[config.mk]
export PLATFORM = sky130hd
export DESIGN_NAME = serpent_job_scheduler_flat
export DESIGN_NICKNAME = d
export VERILOG_FILES = /design/src/rtl/serpent_job_scheduler_if.sv /design/src/rtl/serpent_job_scheduler.sv /design/src/flat_wrapper.sv
export SDC_FILE = /design/constraint.sdc
export NUM_CORES = 1
export LEC_CHECK = 0
export ABC_AREA = 1
export BUFFER_PORTS_ARGS = -buffer_cell sky130_fd_sc_hd__clkbuf_2
export CORE_AREA = 2 2 258 260
export CTS_CLUSTER_SIZE = 10
export DETAILED_ROUTE_END_ITERATION = 7
export DIE_AREA = 0 0 260 262
export GPL_TIMING_DRIVEN = 0
export PLACE_DENSITY = 0.38
export SETUP_SLACK_MARGIN = 0.5
export SLEW_MARGIN = 5
export SYNTH_ARGS = -nofsm -noshare
export SYNTH_HDL_FRONTEND = slang
export SYNTH_SLANG_ARGS = --single-unit
[constraint.sdc]
create_clock -name clk -period 4.47 [get_ports clk]
set_clock_uncertainty 0.05 [all_clocks]
set_input_delay 0.894 -clock clk [delete_from_list [all_inputs] [get_ports clk]]
set_output_delay 0.894 -clock clk [all_outputs]
set_load 0.02 [all_outputs]
[src/rtl/serpent_job_scheduler_if.sv]
// ----------------------------------------------------------------------------
// serpent_job_scheduler_if
// Bundles the signals between the job scheduler, its two requesters and the
// shared Serpent cipher core.
//   req_valid/req_ready/req_data0/req_data1 : block requests from requesters
//   core_go/core_data_in/core_abort          : scheduler -> cipher core
//   core_done/core_data_out                  : cipher core -> scheduler
//   resp_valid/resp_ready/resp_data/resp_err : results back to requesters
// Modports: slave = scheduler, master = environment (requesters + core).
// ----------------------------------------------------------------------------
interface serpent_job_scheduler_if #(
    parameter int DATA_W = 128
);
    logic [1:0]        req_valid;
    logic [1:0]        req_ready;
    logic [DATA_W-1:0] req_data0;
    logic [DATA_W-1:0] req_data1;
    logic              core_go;
    logic [DATA_W-1:0] core_data_in;
    logic              core_done;
    logic [DATA_W-1:0] core_data_out;
    logic              core_abort;
    logic [1:0]        resp_valid;
    logic [1:0]        resp_ready;
    logic [DATA_W-1:0] resp_data;
    logic              resp_err;

    modport slave (
        input  req_valid, req_data0, req_data1, core_done, core_data_out, resp_ready,
        output req_ready, core_go, core_data_in, core_abort, resp_valid, resp_data, resp_err
    );

    modport master (
        output req_valid, req_data0, req_data1, core_done, core_data_out, resp_ready,
        input  req_ready, core_go, core_data_in, core_abort, resp_valid, resp_data, resp_err
    );
endinterface

[src/rtl/serpent_job_scheduler.sv]
// ----------------------------------------------------------------------------
// serpent_job_scheduler
// Shares one Serpent cipher core between two requesters. Requests are granted
// round-robin, the core is started with a one-cycle go pulse, and the result
// is held until the owning requester takes it. A watchdog aborts jobs that
// stay in WAIT for TIMEOUT_CYCLES and returns them with resp_err=1, data 0.
// Ports:
//   clk   : system clock, rising edge
//   n_rst : asynchronous active-low reset
//   bus   : request / core / response signals (slave modport)
//   busy  : 1 in every state except IDLE
// ----------------------------------------------------------------------------
module serpent_job_scheduler #(
    parameter int DATA_W         = 128,
    parameter int TIMEOUT_CYCLES = 160
) (
    input  logic                    clk,
    input  logic                    n_rst,
    serpent_job_scheduler_if.slave  bus,
    output logic                    busy
);
    localparam int TIMER_W = $clog2(TIMEOUT_CYCLES + 1);
    localparam logic [TIMER_W-1:0] TIMER_LAST = TIMER_W'(TIMEOUT_CYCLES - 1);

    typedef enum logic [2:0] {
        ST_IDLE,
        ST_ISSUE,
        ST_WAIT,
        ST_ABORT,
        ST_RESP
    } state_t;

    state_t              state_reg, state_next;
    logic                owner_reg;
    logic                last_grant_reg;
    logic [TIMER_W-1:0]  timer_reg;
    logic [DATA_W-1:0]   data_reg;
    logic                err_reg;

    logic                grant_idx;
    logic                accept;
    logic                timeout_hit;
    logic                resp_take;

    // Arbitration: a lone requester wins outright; on a tie the requester
    // that did not win last time is chosen.
    always_comb begin
        grant_idx = (bus.req_valid == 2'b11) ? ~last_grant_reg : bus.req_valid[1];
        accept    = (state_reg == ST_IDLE) && (|bus.req_valid);
    end

    assign timeout_hit = (timer_reg == TIMER_LAST);
    assign resp_take   = bus.resp_ready[owner_reg];

    // req_ready is the only output not decoded purely from the registered state
    assign bus.req_ready = accept ? (grant_idx ? 2'b10 : 2'b01) : 2'b00;

    // State register
    always_ff @(posedge clk or negedge n_rst) begin
        if (!n_rst) begin
            state_reg <= ST_IDLE;
        end else begin
            state_reg <= state_next;
        end
    end

    // Next-state logic
    always_comb begin
        state_next = state_reg;
        case (state_reg)
            ST_IDLE:  if (accept) state_next = ST_ISSUE;
            ST_ISSUE: state_next = ST_WAIT;
            ST_WAIT: begin
                // done takes priority over a coincident timeout
                if (bus.core_done)    state_next = ST_RESP;
                else if (timeout_hit) state_next = ST_ABORT;
            end
            ST_ABORT: state_next = ST_RESP;
            ST_RESP:  if (resp_take) state_next = ST_IDLE;
            default:  state_next = ST_IDLE;
        endcase
    end

    // Job datapath: ownership, watchdog timer, held block and error flag
    always_ff @(posedge clk or negedge n_rst) begin
        if (!n_rst) begin
            owner_reg      <= 1'b0;
            last_grant_reg <= 1'b1;
            timer_reg      <= '0;
            data_reg       <= '0;
            err_reg        <= 1'b0;
        end else begin
            case (state_reg)
                ST_IDLE: begin
                    if (accept) begin
                        data_reg  <= grant_idx ? bus.req_data1 : bus.req_data0;
                        owner_reg <= grant_idx;
                    end
                end
                ST_ISSUE: timer_reg <= '0;
                ST_WAIT: begin
                    if (bus.core_done) begin
                        data_reg <= bus.core_data_out;
                        err_reg  <= 1'b0;
                    end else if (!timeout_hit) begin
                        timer_reg <= timer_reg + 1'b1;
                    end
                end
                ST_ABORT: begin
                    data_reg <= '0;
                    err_reg  <= 1'b1;
                end
                ST_RESP: begin
                    if (resp_take) last_grant_reg <= owner_reg;
                end
                default: ;
            endcase
        end
    end

    // Output decode from registered state
    always_comb begin
        bus.core_go      = 1'b0;
        bus.core_abort   = 1'b0;
        bus.core_data_in = '0;
        bus.resp_valid   = 2'b00;
        bus.resp_data    = '0;
        bus.resp_err     = 1'b0;
        busy             = (state_reg != ST_IDLE);
        case (state_reg)
            ST_ISSUE: begin
                bus.core_go      = 1'b1;
                bus.core_data_in = data_reg;
            end
            ST_WAIT:  bus.core_data_in = data_reg;
            ST_ABORT: begin
                bus.core_abort   = 1'b1;
                bus.core_data_in = data_reg;
            end
            ST_RESP: begin
                bus.resp_valid = owner_reg ? 2'b10 : 2'b01;
                bus.resp_data  = data_reg;
                bus.resp_err   = err_reg;
            end
            default: ;
        endcase
    end
endmodule
[src/flat_wrapper.sv]
// flat-port wrapper written by rule: the top's interface ports become plain ports
module serpent_job_scheduler_flat 
#(
    parameter int DATA_W         = 128,
    parameter int TIMEOUT_CYCLES = 160
)
  (clk, n_rst, busy, bus_req_valid, bus_req_data0, bus_req_data1, bus_core_done, bus_core_data_out, bus_resp_ready, bus_req_ready, bus_core_go, bus_core_data_in, bus_core_abort, bus_resp_valid, bus_resp_data, bus_resp_err);
  serpent_job_scheduler_if #(.DATA_W(DATA_W)) bus_i ();
  input  logic clk;
  input  logic n_rst;
  output logic busy;
  input wire logic [$bits(bus_i.req_valid)-1:0] bus_req_valid;
  input wire logic [$bits(bus_i.req_data0)-1:0] bus_req_data0;
  input wire logic [$bits(bus_i.req_data1)-1:0] bus_req_data1;
  input wire logic [$bits(bus_i.core_done)-1:0] bus_core_done;
  input wire logic [$bits(bus_i.core_data_out)-1:0] bus_core_data_out;
  input wire logic [$bits(bus_i.resp_ready)-1:0] bus_resp_ready;
  output wire logic [$bits(bus_i.req_ready)-1:0] bus_req_ready;
  output wire logic [$bits(bus_i.core_go)-1:0] bus_core_go;
  output wire logic [$bits(bus_i.core_data_in)-1:0] bus_core_data_in;
  output wire logic [$bits(bus_i.core_abort)-1:0] bus_core_abort;
  output wire logic [$bits(bus_i.resp_valid)-1:0] bus_resp_valid;
  output wire logic [$bits(bus_i.resp_data)-1:0] bus_resp_data;
  output wire logic [$bits(bus_i.resp_err)-1:0] bus_resp_err;
  assign bus_i.req_valid = bus_req_valid;
  assign bus_i.req_data0 = bus_req_data0;
  assign bus_i.req_data1 = bus_req_data1;
  assign bus_i.core_done = bus_core_done;
  assign bus_i.core_data_out = bus_core_data_out;
  assign bus_i.resp_ready = bus_resp_ready;
  assign bus_req_ready = bus_i.req_ready;
  assign bus_core_go = bus_i.core_go;
  assign bus_core_data_in = bus_i.core_data_in;
  assign bus_core_abort = bus_i.core_abort;
  assign bus_resp_valid = bus_i.resp_valid;
  assign bus_resp_data = bus_i.resp_data;
  assign bus_resp_err = bus_i.resp_err;
  serpent_job_scheduler #(.DATA_W(DATA_W), .TIMEOUT_CYCLES(TIMEOUT_CYCLES)) u_core (.clk(clk), .n_rst(n_rst), .bus(bus_i), .busy(busy));
endmodule
---- Word-level counts from Yosys, hierarchy flattened ----
Cells that the tools add are included.
storage, ports and cells
  flip-flop bits (word level) ............. 142
  output and inout port bits .............. 264
  bits of input ports ..................... 391
  logic and storage cells ................. 61
operators by class
  add/sub/neg operators ................... 1
  mux-type cells .......................... 26
  bitwise gates (word level) .............. 1
  reduce and logical (&&, ||, !) cells .... 14
  order comparisons ....................... 1
  equal/unequal tests ..................... 12
operators by type and width
  operator                                                                       count
  128-bit 2-to-1 mux                                                             5
  128-bit one-hot mux with 3 select lines                                        1
  8-bit 2-to-1 mux                                                               2
  8-bit one-hot mux with 2 select lines                                          1
  3-bit one-hot mux with 5 select lines                                          1
  3-bit 2-to-1 mux                                                               4
  3-bit AND reduction                                                            3
  8-bit by 1-bit adder with 8-bit output (second input constant)                 1
  8-bit == test (second input constant)                                          1
  2-bit 2-to-1 mux                                                               4
  1-bit 2-to-1 mux                                                               7
  3-bit by 2-bit == test with 1-bit output (second input constant)               2
  2-bit != test (second input constant)                                          3
  2-bit AND reduction                                                            3
  3-bit nonzero test                                                             2
  2-bit by 1-bit != test with 1-bit output (second input constant)               2
  2-bit nonzero test                                                             2
  3-bit by 1-bit == test with 1-bit output (second input constant)               1
  3-bit == test (second input constant)                                          1
  3-bit logical NOT                                                              1
  3-bit by 2-bit != test with 1-bit output (second input constant)               1
  3-bit OR reduction                                                             1
  2-bit == test (second input constant)                                          1
  1-bit by 2-bit less-than comparator with 1-bit output (second input constant)  1
  other kinds (4)                                                                4

---- Logic depth before layout (Yosys ltp) ----
  depth in word-level cells ............... 5
  mapped depth ............................ 10
  gate-level depth less buffers ........... 9

---- Worst setup path after synthesis ----
Ideal clock, no wire load.
  path kind ............................... input to output
  from .................................... input port bus_req_valid[0]
  to ...................................... output port bus_req_ready[1]
  path buffers ............................ 2
  required time ........................... 3.526 ns
  slack ................................... 1.831 ns
  arrival time ............................ 1.695 ns
  stages on the path ...................... 5
  path through ............................ nand2_1 > nand2_1 > buf_2 > buf_2 > nor2_1
between the ends
  longest elaborated chain between the ends .. 4
  elaborated cells on any way between the ends .. 6
  those cells by class .................... eq/ne (1); mux (3); reduce/logical (2)
ends and longest elaborated chain
  element             line                         text
  from (decl)         flat_wrapper.sv:12           input wire logic [$bits(bus_i.req_valid)-1:0] bus_req_valid;
  2-bit == test       serpent_job_scheduler.sv:48  grant_idx = (bus.req_valid == 2'b11) ? ~last_grant_reg : bus.req_valid[1];
  1-bit 2-to-1 mux    serpent_job_scheduler.sv:48
  2-bit 2-to-1 mux    serpent_job_scheduler.sv:56  assign bus.req_ready = accept ? (grant_idx ? 2'b10 : 2'b01) : 2'b00;
  2-bit 2-to-1 mux *  serpent_job_scheduler.sv:56
  to (decl)           flat_wrapper.sv:18           output wire logic [$bits(bus_i.req_ready)-1:0] bus_req_ready;
Mark *: on every way between the ends. The rest lies on a longest branch, timed or not.

---- Worst setup path in the final report ----
  from .................................... register u_core.state_reg[0]
  to ...................................... output port bus_core_data_in[123]
between the ends
  longest elaborated chain between the ends .. 3
  elaborated cells on any way between the ends .. 5
  those cells by class .................... eq/ne (3); mux (1); reduce/logical (1)
ends and longest elaborated chain
  element                                                                                               line                          text
  from (decl)                                                                                           serpent_job_scheduler.sv:33   state_t state_reg, state_next;
  from (signal assigned)                                                                                serpent_job_scheduler.sv:63   state_reg <= state_next;
  3-bit by 1-bit == test with 1-bit output or 3-bit by 2-bit == test with 1-bit output (tied branches)  serpent_job_scheduler.sv:130  case (state_reg)
  3-bit OR reduction (no line) *                                                                        n/a
  128-bit 2-to-1 mux *                                                                                  serpent_job_scheduler.sv:130
  to (decl)                                                                                             flat_wrapper.sv:20            output wire logic [$bits(bus_i.core_data_in)-1:0] bus_core_data_in;
Marks and branches as above.

==> results.py <==
metrics = {
    "critical_path": {
        "cp-endpoint": "bus_core_data_in[123]",
        "critPathBufInv": 3,
        "timing.reg2reg.setup_slack_ns": 1.67,
        "path_delay_family": "buffers and inverters",
        "reg2regPathDepth": 8,
        "cpMostUsedCell": "clkbuf_1",
        "crit_type": "flip-flop to output pin",
        "path_max_fanout": 10,
        "critical_path.slowest_cell": "clkbuf_1",
        "crit_path_cell_trace": "o21ai_0 > clkbuf_1 > clkbuf_1 > nor2_1 > clkbuf_2",
        "cp_data_arrival_time_ns": 2.85,
        "max_stage_delay_ns": 0.86,
        "cp-start-kind": "flip-flop",
        "r2r-start": "u_core.last_grant_reg",
        "r2r-end": "u_core.data_reg[26]",
        "endpoint_kind": "output pin",
        "critical_path_depth": 5,
        "required_ns": 3.53,
        "crit_start": "u_core.state_reg[0]",
    },
    "sta": {
        "min_period_over_period_pct": 84.82,
        "setup_viol": 0,
        "tightestPinTransition_ns": 1.138,
        "rsz0062_at_grt": "false",
        "period_needed_ns": 3.792,
        "final-hold-violation-count": 0,
        "slew_violations": 0,
        "setup_slack_ns": 0.6784,
        "timing.fmax_ghz": 0.2637,
        "finalSetupTns_ns": 0,
        "worst_slew_margin_rel_pct": 24.16,
    },
    "grt": {
        "grt_pass1_wl_mm": 92.01,
        "grt_max_degree": 74,
        "grt_usage_pct": 18.57,
        "grt_pass1_vias": 14478,
        "antenna_found_initial": 12,
        "overflow": 0,
    },
    "synth": {
        "synthMuxAreaShare_pct": 0,
        "synth_xor_area_share_pct": 0.08185,
        "yosys.cell_types.count": 22,
        "synthAdderAreaFrac_pct": 0.1169,
        "syn_area_sq_um": 10700,
        "post_synth_and_or_nand_nor_area_fraction_pct": 45.07,
        "syn-num-nets": 2303,
        "yosysWarnings": 0,
        "synth_top_family_by_area": "simple AND/OR/NAND/NOR gates",
        "syn_avg_cell_area_sq_um": 5.599,
        "syn_inst": 1911,
        "ys_ff_latch": 142,
        "ys_seq_area_share_pct": 33.22,
        "synth_compound_area_share_pct": 6.478,
    },
    "pwr": {
        "p_sw_share_pct": 57.05,
        "p_leak_uw": 0.009719,
        "pwr-share-comb_pct": 66.5,
        "power-per-cell-area_nw_per_um2": 734.2,
        "pwr-share-clk_pct": 13.5,
        "p_seq_share_pct": 20.0,
        "intPower_uw": 4956,
        "power.switching_uw": 6584,
        "peakVddDrop_mv": 0.2531,
    },
    "detailed_routing": {
        "avgRoutedWirePerCell_um": 18.68,
        "ant_nets": 0,
        "viasPerCell": 4.139,
        "vias": 14338,
        "drt_first_pass_iters": 5,
        "wirelength_mm": 64.71,
        "drc": 0,
        "drtIter0Drc": 714,
    },
    "clocking": {
        "clk_path_buf_depth": 2,
        "clk_pin_slew_ns": 0.06,
        "clock_latency_ns": 0.47,
        "hold_buffers": 0,
        "cts_tree": "yes",
        "numClockSinks": 142,
        "h-tree-depth": 4,
        "post_cts_resized": 0,
        "postCtsSetupBuffers": 0,
        "root_buffer": "clkbuf_16",
        "cts_made_buffers": 17,
    },
    "job": {
        "cap_violations": 0,
    },
    "hold_path": {
        "hold_path.class": "input pin to async pin",
    },
    "die": {
        "io_pins": 655,
        "die_w_um": 260,
        "die_h_um": 262,
        "coreArea_sq_um": 65280,
        "die-area_sq_um": 68120,
        "fp-row-count": 94,
        "initial_utilization_pct": 16.39,
    },
    "finish": {
        "stdcell_count": 3464,
        "nNetsFinal": 2977,
        "area_growth_pct": 46.89,
        "largest_reg_flops": 128,
        "drive_gt1_share_pct": 30.11,
    },
    "place": {
        "dp_slack_ns": 1.020,
        "portBuffers": 654,
        "dpl.cell_count": 3430,
        "gp_congestion": 0.9264,
        "detailed_place_hpwl_mm": 52.76,
    },
    "run_status": {
        "status": "complete, no violations",
    },
}
==> cells in the mapped netlist (all sizes together) <==
library cell | count | area [sq um]
a21oi | 1 | 5.000
nor3b | 2 | 15.01
nand3b | 1 | 7.510
o21ai | 136 | 680.7
buf | 85 | 430.4
clkbuf | 41 | 153.9
ha | 1 | 12.51
dfrtp | 141 | 3528
dfstp | 1 | 26.28
nor2 | 405 | 1528
nand3 | 140 | 705.7
nor3 | 1 | 5.000
o21bai | 1 | 7.510
xor2 | 1 | 8.760
inv | 273 | 1025
nand2 | 681 | 2561
==> cells in the final DEF (no fill, tap or decap), types with 5 or more instances in the layout <==
cell,n
o21ai_0,136
inv_2,6
nor2_1,404
inv_1,267
clkbuf_16,17
nand2_1,679
clkbuf_1,39
nand3_1,139
clkbuf_2,655
dfrtp_1,141
buf_2,80
clkbuf_8,5
==> cell families (layout without fill, tap and decap cells) <==
kind of cell | Yosys count | in the layout
AOI/OAI and AO/OA | 138 | 138
xor gates and xnor gates | 1 | 1
adders and majority gates | 1 | 1
buffers and inverters | 399 | 1085
DFF | 142 | 142
other | 0 | 3
and+or+nand+nor | 1230 | 1230
==> final cells by class <==
| cell class | count | area [sq um] |
|---|---|---|
| Antenna cell | 3 | 7.507 |
| Buffer | 126 | 586.8 |
| Clock buffer | 21 | 480.5 |
| Clock inverter | 10 | 136.4 |
| Fill cell | 7701 | 49560 |
| Inverter | 273 | 1025 |
| Multi-Input combinational cell | 1370 | 5537 |
| Sequential cell | 142 | 3555 |
| Tap cell | 864 | 1081 |
| Timing Repair Buffer | 655 | 3309 |
==> per-layer routing <==
layer	vias to the layer above	part of all wire, %	GRT usage [%]
met5	-	0.054	0
met4	6	2.7	6.593
met3	73	5.9	4.205
met2	498	49	32.12
met1	6747	42	22.56
li1	7014	-	-
==> power by group through the flow <==
stage | logic, uW | clock network, uW | registers [uW]
after floorplan | 4750 | 0 | 2210
after global placement | 7820 | 0 | 2310
after detailed placement | 7830 | 0 | 2330
after CTS | 7850 | 1640 | 2310
after global routing | 8590 | 1680 | 2390
final | 7670 | 1550 | 2310
==> through the flow <==
stage	hold slack (ns)	total power [uW]	instance area, sq um	util (%)
after floorplan	0.3989	6959	10700	-
after global placement	0.4145	10120	15050	23.06
after detailed placement	0.4154	10150	15090	23.12
after CTS	0.3426	11800	15710	24.07
after global routing	0.3793	12660	15720	24.08
final	0.3504	11540	15720	24.08
==> how the worst min path moves through the flow <==
stage                           endpoint  slack [ns]  depth (start not counted)
global placement    u_core.data_reg[127]        0.41                          2
floorplan           u_core.data_reg[127]        0.40                          2
global route         u_core.data_reg[73]        0.38                          1
finish               u_core.data_reg[73]        0.35                          1
CTS                  u_core.data_reg[73]        0.34                          1
detailed placement   u_core.data_reg[16]        0.42                          2
Note: power is estimated with default switching activity, not from simulation.
